==> src/rtl/pipelined_ripple_adder_pkg.sv <==
// Shared definitions for the pipelined ripple adder: mode encodings and the
// helpers that derive and sanity-check the pipeline depth.
package adder_pkg;

  localparam logic MODE_ADD = 1'b0;
  localparam logic MODE_SUB = 1'b1;

  // Number of ripple chunks (and register stages) for a given split.
  function automatic int nstages(input int width, input int stage_bits);
    return (stage_bits >= 1) ? (width / stage_bits) : 1;
  endfunction

  // True when the split is legal: at least one bit per stage and the width
  // divides evenly into whole chunks.
  function automatic bit cfg_ok(input int width, input int stage_bits);
    return (stage_bits >= 1) && (width >= stage_bits) && ((width % stage_bits) == 0);
  endfunction

endpackage

==> src/rtl/pipelined_ripple_adder_if.sv <==
// Handshake bundle for the pipelined ripple adder: operand side (in_*, A, B,
// Cin, Sub) and result side (out_*, Sum, Cout, Ovf).
interface pipelined_ripple_adder_if #(
  parameter int WIDTH = 16
);
  import adder_pkg::*;

  logic             in_valid;
  logic             in_ready;
  logic [WIDTH-1:0] A;
  logic [WIDTH-1:0] B;
  logic             Cin;
  logic             Sub;
  logic             out_valid;
  logic             out_ready;
  logic [WIDTH-1:0] Sum;
  logic             Cout;
  logic             Ovf;

  // Issues operations and consumes results.
  modport master (
    output in_valid, A, B, Cin, Sub, out_ready,
    input  in_ready, out_valid, Sum, Cout, Ovf
  );

  // The adder itself.
  modport slave (
    input  in_valid, A, B, Cin, Sub, out_ready,
    output in_ready, out_valid, Sum, Cout, Ovf
  );

endinterface

==> src/rtl/pipelined_ripple_adder_stage.sv <==
// One combinational ripple-carry chunk. Besides the chunk sum and carry-out it
// exposes the carry into the chunk MSB so the top chunk can form signed overflow.
module ripple_stage
  import adder_pkg::*;
#(
  parameter int STAGE_BITS = 4
) (
  input  logic [STAGE_BITS-1:0] a,
  input  logic [STAGE_BITS-1:0] b,
  input  logic                  ci,
  output logic [STAGE_BITS-1:0] s,
  output logic                  co,
  output logic                  c_msb_in
);

  // Bit-serial ripple through the chunk, tapping the carry entering the MSB.
  always_comb begin
    logic c;
    c        = ci;
    s        = '0;
    c_msb_in = 1'b0;
    for (int i = 0; i < STAGE_BITS; i++) begin
      if (i == STAGE_BITS - 1) c_msb_in = c;
      s[i] = a[i] ^ b[i] ^ c;
      c    = (a[i] & b[i]) | (c & (a[i] ^ b[i]));
    end
    co = c;
  end

endmodule

==> src/rtl/pipelined_ripple_adder.sv <==
// Pipelined add/subtract: WIDTH bits split into NSTAGES ripple chunks, one
// register stage per chunk. Unconsumed operand bits ride forward in skew
// registers, finished low sum chunks ride forward in deskew registers, and the
// last chunk lands directly in the output register so the whole result leaves
// together. A single advance signal stalls every stage at once.
module pipelined_ripple_adder
  import adder_pkg::*;
#(
  parameter int WIDTH      = 16,
  parameter int STAGE_BITS = 4
) (
  input logic                    clk,
  input logic                    rst_n,
  pipelined_ripple_adder_if.slave bus
);

  localparam int NSTAGES = nstages(WIDTH, STAGE_BITS);

  if (!cfg_ok(WIDTH, STAGE_BITS)) begin : g_cfg_check
    $error("pipelined_ripple_adder: WIDTH must be a positive multiple of STAGE_BITS");
  end

  logic             advance;
  logic             take;
  logic             cin_eff;
  logic [WIDTH-1:0] b_eff;

  logic             fin_vld;
  logic             fin_co;
  logic             fin_ovf;
  logic [WIDTH-1:0] fin_sum;

  logic             out_vld_q;
  logic             cout_q;
  logic             ovf_q;
  logic [WIDTH-1:0] sum_q;

  // The whole pipeline moves unless a result is waiting and not being taken.
  assign advance     = !out_vld_q || bus.out_ready;
  assign bus.in_ready = advance;
  assign take        = bus.in_valid && advance;

  // Subtraction is A + ~B + ~Cin, so Cin doubles as an active-high borrow-in.
  assign b_eff   = (bus.Sub == MODE_SUB) ? ~bus.B : bus.B;
  assign cin_eff = bus.Cin ^ (bus.Sub == MODE_SUB);

  for (genvar k = 0; k < NSTAGES; k++) begin : g_stg
    logic [STAGE_BITS-1:0] a_c;
    logic [STAGE_BITS-1:0] b_c;
    logic                  ci_c;
    logic                  vld_c;
    logic [STAGE_BITS-1:0] s_c;
    logic                  co_c;
    logic                  cm_c;

    // Chunk source: live operands for the first stage, skew registers after.
    if (k == 0) begin : g_src
      assign a_c   = bus.A[STAGE_BITS-1:0];
      assign b_c   = b_eff[STAGE_BITS-1:0];
      assign ci_c  = cin_eff;
      assign vld_c = take;
    end else begin : g_src
      assign a_c   = g_stg[k-1].g_reg.a_rem_p[STAGE_BITS-1:0];
      assign b_c   = g_stg[k-1].g_reg.b_rem_p[STAGE_BITS-1:0];
      assign ci_c  = g_stg[k-1].g_reg.c_p;
      assign vld_c = g_stg[k-1].g_reg.vld_p;
    end

    ripple_stage #(
      .STAGE_BITS (STAGE_BITS)
    ) u_chunk (
      .a        (a_c),
      .b        (b_c),
      .ci       (ci_c),
      .s        (s_c),
      .co       (co_c),
      .c_msb_in (cm_c)
    );

    if (k < NSTAGES - 1) begin : g_reg
      localparam int DONE = (k + 1) * STAGE_BITS;
      localparam int LEFT = WIDTH - DONE;

      logic            vld_p;
      logic            c_p;
      logic [DONE-1:0] sum_p;
      logic [LEFT-1:0] a_rem_p;
      logic [LEFT-1:0] b_rem_p;

      logic [DONE-1:0] sum_nxt;
      logic [LEFT-1:0] a_nxt;
      logic [LEFT-1:0] b_nxt;

      // Drop the chunk just consumed; append its sum to the finished bits.
      if (k == 0) begin : g_nxt
        assign sum_nxt = s_c;
        assign a_nxt   = bus.A[WIDTH-1:STAGE_BITS];
        assign b_nxt   = b_eff[WIDTH-1:STAGE_BITS];
      end else begin : g_nxt
        assign sum_nxt = {s_c, g_stg[k-1].g_reg.sum_p};
        assign a_nxt   = g_stg[k-1].g_reg.a_rem_p[WIDTH-k*STAGE_BITS-1:STAGE_BITS];
        assign b_nxt   = g_stg[k-1].g_reg.b_rem_p[WIDTH-k*STAGE_BITS-1:STAGE_BITS];
      end

      // ---- stage boundary: chunk k result, carry, skew and deskew ----
      // Capture this chunk's carry, partial sum and remaining operands.
      always_ff @(posedge clk or negedge rst_n) begin
        if (!rst_n) begin
          vld_p   <= 1'b0;
          c_p     <= 1'b0;
          sum_p   <= '0;
          a_rem_p <= '0;
          b_rem_p <= '0;
        end else if (advance) begin
          vld_p   <= vld_c;
          c_p     <= co_c;
          sum_p   <= sum_nxt;
          a_rem_p <= a_nxt;
          b_rem_p <= b_nxt;
        end
      end
    end else begin : g_out
      // Last chunk: assemble the full word and derive the flags.
      if (k == 0) begin : g_cat
        assign fin_sum = s_c;
      end else begin : g_cat
        assign fin_sum = {s_c, g_stg[k-1].g_reg.sum_p};
      end
      assign fin_vld = vld_c;
      assign fin_co  = co_c;
      assign fin_ovf = co_c ^ cm_c;
    end
  end

  // ---- stage boundary: output register ----
  // Final stage doubles as the output register; it holds while stalled.
  always_ff @(posedge clk or negedge rst_n) begin
    if (!rst_n) begin
      out_vld_q <= 1'b0;
      sum_q     <= '0;
      cout_q    <= 1'b0;
      ovf_q     <= 1'b0;
    end else if (advance) begin
      out_vld_q <= fin_vld;
      sum_q     <= fin_sum;
      cout_q    <= fin_co;
      ovf_q     <= fin_ovf;
    end
  end

  assign bus.out_valid = out_vld_q;
  assign bus.Sum       = sum_q;
  assign bus.Cout      = cout_q;
  assign bus.Ovf       = ovf_q;

endmodule

==> src/flat_wrapper.sv <==
// flat-port wrapper written by rule: the top's interface ports become plain ports
module pipelined_ripple_adder_flat import adder_pkg::*;
#(
  parameter int WIDTH      = 16,
  parameter int STAGE_BITS = 4
)
  (clk, rst_n, bus_in_valid, bus_A, bus_B, bus_Cin, bus_Sub, bus_out_ready, bus_in_ready, bus_out_valid, bus_Sum, bus_Cout, bus_Ovf);
  pipelined_ripple_adder_if #(.WIDTH(WIDTH)) bus_i ();
  input logic clk;
  input logic rst_n;
  input wire logic [$bits(bus_i.in_valid)-1:0] bus_in_valid;
  input wire logic [$bits(bus_i.A)-1:0] bus_A;
  input wire logic [$bits(bus_i.B)-1:0] bus_B;
  input wire logic [$bits(bus_i.Cin)-1:0] bus_Cin;
  input wire logic [$bits(bus_i.Sub)-1:0] bus_Sub;
  input wire logic [$bits(bus_i.out_ready)-1:0] bus_out_ready;
  output wire logic [$bits(bus_i.in_ready)-1:0] bus_in_ready;
  output wire logic [$bits(bus_i.out_valid)-1:0] bus_out_valid;
  output wire logic [$bits(bus_i.Sum)-1:0] bus_Sum;
  output wire logic [$bits(bus_i.Cout)-1:0] bus_Cout;
  output wire logic [$bits(bus_i.Ovf)-1:0] bus_Ovf;
  assign bus_i.in_valid = bus_in_valid;
  assign bus_i.A = bus_A;
  assign bus_i.B = bus_B;
  assign bus_i.Cin = bus_Cin;
  assign bus_i.Sub = bus_Sub;
  assign bus_i.out_ready = bus_out_ready;
  assign bus_in_ready = bus_i.in_ready;
  assign bus_out_valid = bus_i.out_valid;
  assign bus_Sum = bus_i.Sum;
  assign bus_Cout = bus_i.Cout;
  assign bus_Ovf = bus_i.Ovf;
  pipelined_ripple_adder #(.WIDTH(WIDTH), .STAGE_BITS(STAGE_BITS)) u_core (.clk(clk), .rst_n(rst_n), .bus(bus_i));
endmodule
==> config.mk <==
export PLATFORM = sky130hd
export DESIGN_NAME = pipelined_ripple_adder_flat
export DESIGN_NICKNAME = d
export VERILOG_FILES = /design/src/rtl/pipelined_ripple_adder_pkg.sv /design/src/rtl/pipelined_ripple_adder_if.sv /design/src/rtl/pipelined_ripple_adder_stage.sv /design/src/rtl/pipelined_ripple_adder.sv /design/src/flat_wrapper.sv
export SDC_FILE = /design/constraint.sdc
export NUM_CORES = 1
export LEC_CHECK = 0
export BUFFER_PORTS_ARGS = -buffer_cell sky130_fd_sc_hd__buf_2
export CAP_MARGIN = 20
export CORE_UTILIZATION = 52
export CTS_CLUSTER_DIAMETER = 40
export DETAILED_ROUTE_END_ITERATION = 8
export GPL_TIMING_DRIVEN = 1
export PLACE_DENSITY = 0.8
export SLEW_MARGIN = 5
export SYNTH_ARGS = -nofsm -noshare
export SYNTH_HDL_FRONTEND = slang
export SYNTH_SLANG_ARGS = --single-unit
export TNS_END_PERCENT = 20
==> constraint.sdc <==
create_clock -name clk -period 2.3 [get_ports clk]
set_clock_uncertainty 0.05 [all_clocks]
set_input_delay 0.46 -clock clk [delete_from_list [all_inputs] [get_ports clk]]
set_output_delay 0.46 -clock clk [all_outputs]
set_load 0.01 [all_outputs]
* Yosys cells after proc, flatten, opt, wreduce, memory -nomap -nowiden *
Index checks and enable logic that the tools add are counted.

cells by class
  reductions and logical operators = 3
  bitwise gates (word level) = 83
  multiplexer cells = 1

operator list
  operator           count
  $xor 1x1->1        34
  $and 1x1->1        32
  $mux 16            1
  $not 16->16        1
  $or 1x1->1         16
  $logic_and 1x1->1  1
  $logic_not 1->1    1
  $logic_or 1x1->1   1

storage, ports and cells
  logic and storage cells = 106
  input bits = 38
  output and inout bits = 20
  flip-flop bits (word level) = 97

* Logic depth before layout (Yosys ltp) *
  depth in word-level cells = 11
  gate-level depth with buffers = 11
  mapped depth without buffers = 9

* By module *
From an unflattened synthesis, not the netlist that was laid out.

unflattened totals
  cell total of the unflattened synthesis = 274
  area, all modules = 4286.6 µm²

by module, submodules not included
  module                  sequential area each (µm²)  area an instance (µm²)  cells each  times used
  pipelined_ripple_adder  2427.3                      3846.2                  226         1
  ripple_stage            0.0                         110.1                   12          4

* Worst setup path after synthesis *
OpenSTA, ideal clock, no wires.

  path kind = input port to flip-flop
  from = in bus_Sub
  to = reg u_core.g_stg[0].g_reg.sum_p[3]
  stages on the path = 11
  slack = -0.538 ns
  data arrival time = 2.663 ns
  setup time = 0.125 ns
  path buffers = 2
  data required time = 2.125 ns
  cells stage by stage = buf_2 > buf_4 > xnor2_1 > fa_1 > inv_1 > fa_1 > inv_1 > fa_1 > inv_1 > fa_1 > mux2_2

between the ends
  cells in the longest elaborated chain, start to end = 9
  elaborated cells between the ends (all ways) = 16
  those cells by class = mux: 1; bitwise: 15

ends and longest elaborated chain
  what                                  RTL line                            text
  start: declaration                    flat_wrapper.sv:15                  input wire logic [$bits(bus_i.Sub)-1:0] bus_Sub;
  $mux 16                               pipelined_ripple_adder.sv:44        assign b_eff = (bus.Sub == MODE_SUB) ? ~bus.B : bus.B;
  $xor 1x1->1                           pipelined_ripple_adder_stage.sv:25  c = (a[i] & b[i]) | (c & (a[i] ^ b[i]));
  $and 1x1->1                           pipelined_ripple_adder_stage.sv:25
  $or 1x1->1                            pipelined_ripple_adder_stage.sv:25
  $and 1x1->1                           pipelined_ripple_adder_stage.sv:25
  $or 1x1->1                            pipelined_ripple_adder_stage.sv:25
  $and 1x1->1                           pipelined_ripple_adder_stage.sv:25
  $or 1x1->1                            pipelined_ripple_adder_stage.sv:25
  $xor 1x1->1 (*)                       pipelined_ripple_adder_stage.sv:24  s[i] = a[i] ^ b[i] ^ c;
  via u_core.g_stg[0].g_reg.sum_nxt[3]  pipelined_ripple_adder.sv:90        logic [DONE-1:0] sum_nxt;
  end signal: assignment                pipelined_ripple_adder.sv:117       sum_p <= sum_nxt;
  end: declaration                      pipelined_ripple_adder.sv:86        logic [DONE-1:0] sum_p;

Mark *: on every way through the listed nets, which the timed path passes. The rest lies on a longest branch.
A chain may end at the register's enable or synchronous reset.

* Worst setup path after layout *
Same ends and word-level chain as after synthesis.

==> results.md <==
- Layout Nets: 399
- Final hold vios: 0
- Final period util: 0.981
- CTS max path bufs: 2
- Switch share: 0.299
- Post-Syn Area: 0.00436 sq mm
- Gr usage total: 0.177
- Pin count of the biggest net entering global routing: 98
- Yosys warns: 0
- Max-slew headroom: 0.669
- Power Density: 1350 mW/mm^2
- Critical Path Sink Type: flop
- Num CTS Buffers: 9
- Vias: 2237
- Worst hold slack: 0.0908 ns
- Critical path class: input port to flop
- 1st-iter DRT viols: 81
- Net Switching: 0.00206 W
- Gate Count Post-Synth: 281
- CTS tree: yes
- RSZ-0062 raised after global routing: yes
- PnR worst setup slack: 0.0441 ns
- Ant diodes: 0
- Max-slew violations: 0
- Design area: 0.00511 sq mm
- CTS Root Cell: clkbuf_8
- Area growth from synthesis to layout: 17.1%
- Total wire length: 6950 um
- Fmax: 443 MHz
- ANT nets after route: 0
- Top cell type's share of synthesized area: 0.557
- Global route total overflow: 0
- First-pass GRT wire length: 11400 um
- Detailed-route vias per instance: 4.92
- CP max FO: 3
- Setup Viol. Count Final: 0
- Area after DPL: 0.00480 sq mm
- Initial antenna violation count: 0
- Syn_area_per_cell: 15.5 sq um
- Die Span X: 93.6 um
- Clock transition at the registers of the reported paths: 0.09 ns
- Leakage: 2.40 nW
- Measured slew at the worst slew-check pin: 0.497 ns
- Critical Path RT: 2.49 ns
- Internal: 0.00483 W
- Final min period: 2.26 ns
- Flop pwr share: 0.423
- FP Rows: 33
- Port bufs: 57
- CTS H-Tree Depth: 3
- Routability congestion estimate: 0.763
- Distinct cell type count of the synthesized netlist: 17
- Synth area leaders: dfrtp_1, mux2_2, mux2_4
- Dpl ws: -0.385 ns
- Critical path launch point type: input port
- Reg2Reg Setup Slack: 0.08 ns
- Vias in the first global route: 2343
- Clock power share: 0.189
- Combinational fraction of design power: 0.389
- Die extent in y: 93.6 um
- Clock Latency Late Sink: 0.35 ns
- Post-DP HPWL: 4780 um
- Number of clock sinks: 97
- # DRC: 0
- Die ar.: 0.00876 sq mm
- Post-Syn Nets: 335
- Synthesized flop and latch total: 97
- Core area: 0.00818 sq mm
- Share of layout cells above drive strength 1: 0.557
- VDD IR max: 0.490 mV
- Max-cap violations: 0
- Final setup TNS: 0 ns
- IO Pins: 58
- Status: finished, final reports clean
- Register area share after synthesis: 0.557
- Worst hold path class: input port to asynchronous set/reset pin
- Effective utilization at floorplan: 0.534
- DRT Pass-1 Iters: 3
- Synth area leader: dfrtp_1
- Crit path DAT: 2.45 ns
- DR WL/cell: 15.3 um
[routing by layer]
| metal | part of all wire | track usage | routed length (um) | vias up |
|---|---|---|---|---|
| li1 | - | - | - | 1053 |
| met5 | 0 | 0 | 0 | - |
| met4 | 0.023 | 0.0974 | 159 | 0 |
| met3 | 0.033 | 0.0317 | 232 | 14 |
| met2 | 0.49 | 0.279 | 3430 | 42 |
| met1 | 0.45 | 0.234 | 3130 | 1128 |
[synthesized netlist by cell type]
cell type / number
dfrtp_1: 97
mux2_2: 49
mux2_4: 34
inv_1: 26
fa_1: 16
xor2_1: 12
a21oi_1: 11
nor3b_1: 11
buf_6: 6
xnor2_1: 6
buf_4: 5
clkbuf_1: 2
mux2i_1: 2
buf_2: 1
inv_4: 1
nand2b_1: 1
nor2b_2: 1
[worst max-delay path, cell delays in order]
cell and delay [ns]:
buf_4 0.15, xnor2_4 0.15, fa_2 0.37, inv_2 0.06, fa_2 0.17, inv_1 0.05
fa_2 0.33, inv_2 0.06, fa_1 0.38, mux2_4 0.26
[power groups by stage]
stage | combinational (W) | clock [W] | sequential, W
finish | 0.00268 | 0.00130 | 0.00291
global route | 0.00294 | 0.00140 | 0.00301
CTS | 0.00257 | 0.00133 | 0.00292
detailed placement | 0.00252 | 0 | 0.00294
global placement | 0.00239 | 0 | 0.00290
floorplan | 0.00186 | 0 | 0.00290
[stage by stage]
| step | utilization | cells | total power (W) |
|---|---|---|---|
| after detailed placement | 0.587 | 437 | 0.00546 |
| after global routing | 0.625 | 455 | 0.00735 |
| after global placement | 0.587 | 437 | 0.00529 |
| after CTS | 0.617 | 453 | 0.00681 |
| after floorplan | - | 281 | 0.00477 |
| final | 0.625 | 455 | 0.00689 |
[registers in the layout (all words and copies together) (netlist names)]
signal	count
u_core.g_stg.g_reg.a_rem_p	24
u_core.g_stg.g_reg.sum_p	24
u_core.g_stg.g_reg.c_p	3
u_core.bus.Ovf	1
u_core.bus.Cout	1
u_core.g_stg.g_reg.vld_p	2
u_core.fin_vld	1
u_core.g_stg.g_reg.b_rem_p	24
u_core.bus.Sum	16
u_core.bus.out_valid	1
[area by class of cell]
cell class,count,area [sq um]
tap,105,131
fill,588,3070
clock buffer,10,138
multi-input combinational,143,1800
inverter,27,104
sequential,97,2430
timing repair buffer,67,407
clock inverter,6,105
[cell families after synthesis]
kind of cell,synth area share
flops,0.557
xor+xnor,0.0361
buf+inv,0.0508
fa+ha+maj,0.0734
mux,0.248
simple gates,0.0224
compound gates,0.0126
[final timing paths]
check	to	cells after the start	start
max	u_core.g_stg[0].g_reg.sum_p[3]	10	bus_Sub
min	u_core.bus.Cout	2	rst_n
max reg2reg	u_core.bus.Ovf	9	u_core.g_stg[2].g_reg.c_p
min reg2reg	u_core.bus.out_valid	1	u_core.fin_vld
max in group asynchronous	u_core.g_stg[0].g_reg.a_rem_p[6]	2	rst_n
min in group clk	u_core.g_stg[0].g_reg.a_rem_p[11]	2	bus_A[15]
[placed cells by master, fill, tap and decap left out, types with 2 or more instances in the layout]
master and n:
fa_1 4, xnor2_1 3, xor2_1 12, a21oi_1 9
inv_1 16, buf_4 8, inv_2 10, buf_2 55
dfrtp_1 97, fa_2 12, mux2_4 36, bufinv_16 3
clkinv_2 3, nor3b_1 11, xnor2_2 2, a21oi_2 2
clkbuf_8 10, mux2_2 47, mux2i_1 2, buf_12 3
[what timing repair did]
action,in CTS,in global routing
pin swaps,2,10
hold endpoints to repair,0,0
buffers inserted,0,2
setup endpoints to repair,3,6
hold buffers,0,0
gates resized for setup,4,21
(Power assumes the default switching activity.)
